File: src/rtl/mux_scan_ctrl.sv
// -----------------------------------------------------------------------------
// mux_scan_ctrl
// Sequencer for a 4:1 single-bit channel mux. It latches a data word onto the
// mux data input, then steps the mux select through every enabled channel in
// ascending order. It holds each channel for a programmable dwell and captures
// the mux output at the end of each dwell into a per-channel sample bit.
//
// Ports
//   clk      : system clock, rising edge
//   rst      : asynchronous active-high reset, clears all state and outputs
//   start    : scan request, sampled only while idle
//   dwell    : cycles per channel (0 behaves as 1), captured on accepted start
//   en_mask  : per-channel enable, captured on accepted start
//   data_in  : word presented to the mux, captured on accepted start
//   mux_out  : output returned from the mux
//   In       : registered data word to the mux
//   sel      : registered channel select to the mux
//   valid    : high while a channel is being observed
//   busy     : high from the cycle after start acceptance through done
//   done     : one-cycle pulse at scan completion
//   sample   : captured mux output per channel (disabled channels read 0)
// -----------------------------------------------------------------------------
module mux_scan_ctrl #(
   parameter int DWELL_W = 8
) (
   input  logic               clk,
   input  logic               rst,
   input  logic               start,
   input  logic [DWELL_W-1:0] dwell,
   input  logic [3:0]         en_mask,
   input  logic [3:0]         data_in,
   input  logic               mux_out,
   output logic [3:0]         In,
   output logic [1:0]         sel,
   output logic               valid,
   output logic               busy,
   output logic               done,
   output logic [3:0]         sample
);

   typedef enum logic [1:0] {
      S_IDLE  = 2'd0,
      S_DWELL = 2'd1,
      S_DONE  = 2'd2
   } state_t;

   state_t             r_state;
   logic [3:0]         r_in;
   logic [1:0]         r_sel;
   logic               r_valid;
   logic               r_busy;
   logic               r_done;
   logic [3:0]         r_sample;
   logic [3:0]         r_mask;
   logic [DWELL_W-1:0] r_deff;
   logic [DWELL_W-1:0] r_cnt;

   logic [DWELL_W-1:0] w_deff;
   logic               w_has_next;
   logic [1:0]         w_next_sel;

   // Index of the lowest set bit; only meaningful for a non-zero mask.
   function automatic logic [1:0] f_lowest(input logic [3:0] m);
      logic [1:0] idx;
      idx = 2'd0;
      for (int i = 3; i >= 0; i--) begin
         if (m[i]) idx = 2'(i);
      end
      return idx;
   endfunction

   assign w_deff = (dwell == '0) ? DWELL_W'(1) : dwell;

   // Lowest enabled channel strictly above the current one (no wrap-around).
   always_comb begin
      w_has_next = 1'b0;
      w_next_sel = r_sel;
      for (int i = 3; i >= 0; i--) begin
         if (r_mask[i] && (i > int'(r_sel))) begin
            w_has_next = 1'b1;
            w_next_sel = 2'(i);
         end
      end
   end

   always_ff @(posedge clk or posedge rst) begin
      if (rst) begin
         r_state  <= S_IDLE;
         r_in     <= '0;
         r_sel    <= '0;
         r_valid  <= 1'b0;
         r_busy   <= 1'b0;
         r_done   <= 1'b0;
         r_sample <= '0;
         r_mask   <= '0;
         r_deff   <= '0;
         r_cnt    <= '0;
      end else begin
         case (r_state)
            S_IDLE: begin
               if (start) begin
                  r_in     <= data_in;
                  r_sample <= '0;
                  r_busy   <= 1'b1;
                  if (en_mask != 4'd0) begin
                     r_mask  <= en_mask;
                     r_deff  <= w_deff;
                     r_cnt   <= w_deff - DWELL_W'(1);
                     r_sel   <= f_lowest(en_mask);
                     r_valid <= 1'b1;
                     r_state <= S_DWELL;
                  end else begin
                     r_done  <= 1'b1;
                     r_state <= S_DONE;
                  end
               end
            end
            S_DWELL: begin
               if (r_cnt != '0) begin
                  r_cnt <= r_cnt - DWELL_W'(1);
               end else begin
                  // Only the final dwell cycle samples the mux; earlier
                  // cycles give the mux path time to settle.
                  r_sample[r_sel] <= mux_out;
                  if (w_has_next) begin
                     r_sel <= w_next_sel;
                     r_cnt <= r_deff - DWELL_W'(1);
                  end else begin
                     r_valid <= 1'b0;
                     r_done  <= 1'b1;
                     r_state <= S_DONE;
                  end
               end
            end
            S_DONE: begin
               r_done  <= 1'b0;
               r_busy  <= 1'b0;
               r_state <= S_IDLE;
            end
            default: begin
               r_valid <= 1'b0;
               r_busy  <= 1'b0;
               r_done  <= 1'b0;
               r_state <= S_IDLE;
            end
         endcase
      end
   end

   assign In     = r_in;
   assign sel    = r_sel;
   assign valid  = r_valid;
   assign busy   = r_busy;
   assign done   = r_done;
   assign sample = r_sample;

endmodule

File: config.mk
export PLATFORM = sky130hd
export DESIGN_NAME = mux_scan_ctrl
export DESIGN_NICKNAME = d
export VERILOG_FILES = /design/src/rtl/mux_scan_ctrl.sv
export SDC_FILE = /design/constraint.sdc
export NUM_CORES = 1
export LEC_CHECK = 0
export ABC_AREA = 0
export ABC_CLOCK_PERIOD_IN_PS = 3500
export BUFFER_PORTS_ARGS = -buffer_cell sky130_fd_sc_hd__buf_2
export CAP_MARGIN = 15
export CORE_MARGIN = 10
export CORE_UTILIZATION = 51
export DETAILED_ROUTE_END_ITERATION = 8
export GPL_ROUTABILITY_DRIVEN = 0
export PLACE_DENSITY = 0.74
export SYNTH_ARGS = -nofsm -noshare
export SYNTH_HDL_FRONTEND = slang
export SYNTH_SLANG_ARGS = --single-unit
File: constraint.sdc
create_clock -name clk -period 3.5 [get_ports clk]
set_input_delay 0.7 -clock clk [delete_from_list [all_inputs] [get_ports clk]]
set_output_delay 0.7 -clock clk [all_outputs]
set_load 0.02 [all_outputs]
### After elaboration in Yosys (flattened, before gate mapping)

Index checks and enable logic that the tools add are counted.

| word-level totals | value |
|---|---|
| logic and storage cells | 92 |
| output and inout bits | 13 |
| flip-flop bits (word level) | 35 |
| input bits | 20 |

| operators by class | value |
|---|---|
| reduce and logical (&&, ||, !) cells | 18 |
| $lt $le $gt $ge | 5 |
| bitwise logic cells | 2 |
| add/subtract/negate cells | 3 |
| mux-type cells | 44 |
| equal/unequal tests | 10 |

Operators by type and width:

| cell | count |
|---|---|
| $mux W8 | 5 |
| $mux W2 | 15 |
| $sub A8 B1 Y8 const B | 3 |
| $pmux W8 S2 | 1 |
| $mux W1 | 13 |
| $ne A2 B2 Y1 const B | 6 |
| $reduce_and A3 Y1 | 3 |
| $logic_not A8 Y1 | 1 |
| $mux W4 | 2 |
| $pmux W2 S2 | 2 |
| $pmux W4 S2 | 1 |
| $reduce_and A4 Y1 | 2 |
| $reduce_bool A8 Y1 | 1 |
| $reduce_and A6 Y1 | 1 |
| $reduce_and A5 Y1 | 1 |
| $bwmux W4 | 1 |
| $gt A2 B2 Y1 const A | 2 |
| $logic_and A1 B1 Y1 | 4 |
| $ne A4 B4 Y1 const B | 1 |
| $pmux W1 S2 | 2 |
| $reduce_and A2 Y1 | 2 |
| $reduce_bool A4 Y1 | 1 |
| $lt A2 B3 Y1 const B | 1 |
| $ne A3 B3 Y1 const B | 1 |
| 9 further kinds | 10 |

### Logic depth before layout (Yosys ltp)

| depth | value |
|---|---|
| depth in word-level cells | 8 |
| depth in mapped cells | 8 |
| depth with buffers taken out | 7 |

### Worst setup path after synthesis

No wires, ideal clock.

| timing | value |
|---|---|
| kind | input to register |
| start point | input port en_mask[1] |
| end point | register r_cnt[0] |
| path slack | 1.225 ns |
| library setup time | 0.125 ns |
| stages on the path | 6 |
| path buffers | 2 |
| required time | 3.375 ns |
| arrival time | 2.150 ns |
| cells stage by stage | nor4_4 -> nor2b_1 -> buf_6 -> or4_1 -> buf_2 -> mux2_4 |

| on the way | value |
|---|---|
| word-level cells in the longest chain between the ends | 3 |

RTL lines:

| element | RTL line | text |
|---|---|---|
| start, declared | 30 | `input logic [3:0] en_mask,` |
| $reduce_bool A4 Y1 | 105 | `if (en_mask != 4'd0) begin` |
| $ne A2 B2 Y1 (no source line) | - |  |
| $reduce_and A4 Y1 (no source line) | - |  |
| end signal, assigned | 108 | `r_cnt <= w_deff - DWELL_W'(1);` |
| end signal, assigned | 120 | `r_cnt <= r_cnt - DWELL_W'(1);` |
| end signal, assigned | 127 | `r_cnt <= r_deff - DWELL_W'(1);` |
| end, declared | 56 | `logic [DWELL_W-1:0] r_cnt;` |

Every way passes these cells.
A chain may end at the register's enable or synchronous reset.

### Final worst setup path

| timing | value |
|---|---|
| start point | register r_cnt[3] |
| end point | register r_cnt[3] |

| on the way | value |
|---|---|
| word-level cells in the longest chain between the ends | 3 |
| elaborated cells on any way between the ends | 6 |
| those cells by class | add/sub (1); eq/ne (1); mux (2); reduce/logical (2) |

RTL lines:

| element | RTL line |
|---|---|
| $sub A8 B1 Y8 or $reduce_bool A8 Y1 (tied branches) | 120, 119 |
| $mux W8 or $ne A3 B3 Y1 (tied branches) | - |
| $pmux W8 S2 or $reduce_and A4 Y1 (tied branches) | - |

Several ways; a longest one is shown, not always the timed one.

==> flow_results.org <==
** Status
- The flow ran to the end, and the final reports show no timing, DRC or antenna violations.

** Final layout
- After routing the design area is 0.002182 mm².
- Antenna diodes :: 0
- The filler cells instantiated in the layout total 333.
- Sequential cell area in the final layout :: 850.8 µm²
- Layout cell share with drive strength beyond 1 :: 29.15%
- Total number of nets in the final design :: 243
- Multi-input gate area in the final layout :: 967.2 µm²
- The area growth from synthesis to layout is 15.27%.
- For this run, the share of the core covered by cells in the final layout is 60.06%.

** Timing
- Setup violations remaining at the end of the flow were counted as 0.
- Setup repair after global routing missed its margin :: false
- At the pin with the least slew margin, the transition time is 982.8 ps.
- Layout Skew :: 6.626 ps
- Final Critical Period :: 2356 ps
- Hold timing on the final database bottoms out at a slack of 505.7 ps.
- Slew Viols, Final :: 0
- In the final timing run, aggregate negative setup slack is 0 ps.
- Highest achievable clock rate :: 0.4245 GHz
- Of the available clock period, the critical path in the final layout requires 67.31%.
- Post-route setup slack :: 1144 ps
- In this run the tightest slew margin relative to its limit is 34.41%.
- The total count of hold-check failures in the final report is 0.

** Setup path
- CP Class :: flip-flop to flip-flop
- Critical path startpoint category :: flip-flop
- Crit Reg-Reg Startpoint :: r_cnt[3]
- The most critical setup path has its startpoint at r_cnt[3].
- Critical path data required time :: 3700 ps
- Setup slack of the most critical reg-to-reg path :: 1140 ps
- Of all nets on the critical path, the largest fanout is 17.
- Critical Path AT :: 2560 ps
- STA classifies the critical path endpoint as a flip-flop.

** Drt
- For this block, the via count after detailed routing is 1572.
- Count of nets left with antenna violations after detail routing :: 0
- The pre-antenna-repair detailed-routing pass consisted of 4 iterations.
- In the routed design, unresolved DRC markers number 0.
- Number of vias per cell :: 5.801
- DR iter-0 viols :: 175
- For this block, the routed nets add up to 4308 µm of wire.
- Wirelength per Cell :: 15.90 µm

** Pwr
- The worst-case IR drop observed on VDD is 453.0 µV.
- In this run the static leakage power is 0.9698 nW.
- For this design the ratio of total power to cell area is 910.7 mW/mm².

** Synthesis
- Most instantiated cells after synthesis :: sky130_fd_sc_hd__dfrtp_1, sky130_fd_sc_hd__nor2_1, sky130_fd_sc_hd__mux2_2
- Dominant cell by count in the synthesized netlist :: sky130_fd_sc_hd__dfrtp_1
- Cell area after technology mapping :: 0.001893 mm²
- Area contributors post-synth :: sky130_fd_sc_hd__dfrtp_1, sky130_fd_sc_hd__mux2_2, sky130_fd_sc_hd__nor2_1, sky130_fd_sc_hd__nor4_4, sky130_fd_sc_hd__a21oi_1
- The synthesized design devotes to its leading area cell type 44.94% of total area.
- After technology mapping, the gate count stands at 187.
- Cell taking the most area after synthesis :: sky130_fd_sc_hd__dfrtp_1
- For this run, the leading register cell type out of synthesis is sky130_fd_sc_hd__dfrtp_1.
- Ys Warns :: 0
- Synthesized area per cell :: 10.12 µm²
- The number of nets handed over by synthesis was 208.
- Post-synth ARST share :: 100.0%
- Synthesis instantiated 47 different standard cells from the library.
- The synthesized design contains 0 enable-type register cells.
- Sequential area share after synthesis :: 44.94%
- Number of flip-flops and latches in the synthesized netlist :: 34

** GRT
- For met3 alone, demand over resource in global routing was 4.746%.
- Via count of the first global-routing pass :: 1619
- Largest net degree at the start of global routing :: 27
- Total global routing track utilization :: 14.59%
- Global routing used 18.16% of the available met1 tracks.
- The first global-routing pass estimated 7638 µm of wire.
- The global routing stage identified its most utilized layer as met2.
- Initial antenna violation count :: 0
- Global routing finished with a remaining overflow of 0.
- In the global route stage, met2 resource usage came out at 23.49%.

** Placed design
- Number of port buffers :: 32
- Post-placement setup slack :: 892.5 ps
- Placement Cell Area :: 0.002091 mm²
- Post-DP HPWL :: 3323 µm

** Clocking
- Worst-Skew Late Latency :: 280 ps
- The tree built by TritonCTS fans out to 34 sinks.
- Maximum number of buffers from clock root to sink :: 2
- The number of hold buffers added after CTS was 0.
- In this run, post-CTS repair resized a total of 0 instances.
- TritonCTS built the clock tree.
- The clock tree synthesis step divided the H-tree into 2 levels.
- After clock tree synthesis, the clock-pin slew on the worst setup and hold paths is 70 ps.
- The tree is rooted in a sky130_fd_sc_hd__clkbuf_8.
- In this run the post-CTS setup repair buffer count came out at 0.
- The number of clock buffers added by TritonCTS is 5.

** Min path
- In this run the most critical hold path is launched from In[0].
- In this run the worst hold path is classified as flip-flop to flip-flop.

** Floorplan
- In this run the horizontal extent of the chip is 80.93 µm.
- Height of the chip :: 80.93 µm
- The core region is 0.003633 mm².
- The die covers 0.006549 mm².
- The initialized floorplan defines 22 standard-cell rows.
- For this configuration, the core starts out at a cell density of 52.10%.
- During I/O placement, the number of pins put on the boundary was 33.

** Flow run
- The tool flagged a number of max-cap violations equal to 0.
## metal layers
| layer | share of wire [%] | wire length [µm] | vias to the layer above |
|---|---|---|---|
| met3 | 7.2 | 310 | 6 |
| met4 | 1.0 | 44 | 0 |
| met2 | 48 | 2074 | 57 |
| met1 | 44 | 1879 | 745 |
| met5 | 0 | 0 | - |
| li1 | - | - | 764 |
## registers in the layout, indices dropped and copies added (netlist names)
signal	count
sample	4
r_deff	8
busy	1
r_state	2
valid	1
r_mask	3
r_cnt	8
In	4
sel	2
done	1
## worst max-delay path, cell delays in order (launching register included)
cell and delay, ps:
sky130_fd_sc_hd__dfrtp_1 460, sky130_fd_sc_hd__nor4_4 540, sky130_fd_sc_hd__a21oi_1 150, sky130_fd_sc_hd__or4_1 700, sky130_fd_sc_hd__nor4b_1 270, sky130_fd_sc_hd__nor3_2 160
## where the power goes
group / switching [mW] / total, mW / internal, mW
clock network: 0.136 / 0.295 / 0.159
logic: 0.510 / 0.921 / 0.411
registers: 0.196 / 0.772 / 0.575
total: 0.842 / 1.99 / 1.15
## placed cells by master, fill, tap and decap left out, types with 6 or more instances in the layout
master / n
sky130_fd_sc_hd__buf_2: 32
sky130_fd_sc_hd__nor2_1: 27
sky130_fd_sc_hd__clkbuf_8: 6
sky130_fd_sc_hd__a21oi_1: 12
sky130_fd_sc_hd__o21ai_0: 11
sky130_fd_sc_hd__dfrtp_1: 34
sky130_fd_sc_hd__inv_1: 6
sky130_fd_sc_hd__a31oi_1: 9
sky130_fd_sc_hd__mux2_2: 13
sky130_fd_sc_hd__nand2_1: 8
## final cells by class
cell class | instances | area share [%]
multi-input cells | 139 | 44.32
flip-flops and latches | 34 | 38.99
repair buffers | 36 | 8.716
clock buffers | 7 | 3.956
well taps | 48 | 2.752
inverters | 6 | 1.032
clock inverters | 1 | 0.2294
## path summary, 6_finish.rpt
check	cells past startpoint	to
min	1	In[0]
max in group asynchronous	3	r_cnt[1]
min in group asynchronous	2	In[0]
max	5	r_cnt[3]
max reg2reg	5	r_cnt[3]
min reg2reg	1	In[0]
## through the flow
stage / instances / power [mW]
floorplan: 187 / 1.477
global placement: 263 / 1.674
detailed placement: 263 / 1.696
CTS: 271 / 1.994
global route: 271 / 2.156
finish: 271 / 1.987
## cells by family (layout without fill, tap and decap cells)
family                     count (synthesis)  after routing  synth area share, %
AOI/OAI and AO/OA                         55             55                19.04
xor gates and xnor gates                   2              2               0.9255
adders and majority gates                  1              1               0.6608
buffers and inverters                     14             50                3.966
DFF                                       34             34                44.94
muxes                                     18             18                10.64
and+or+nand+nor                           63             63                19.83
Power figures use the tool's default switching activity.
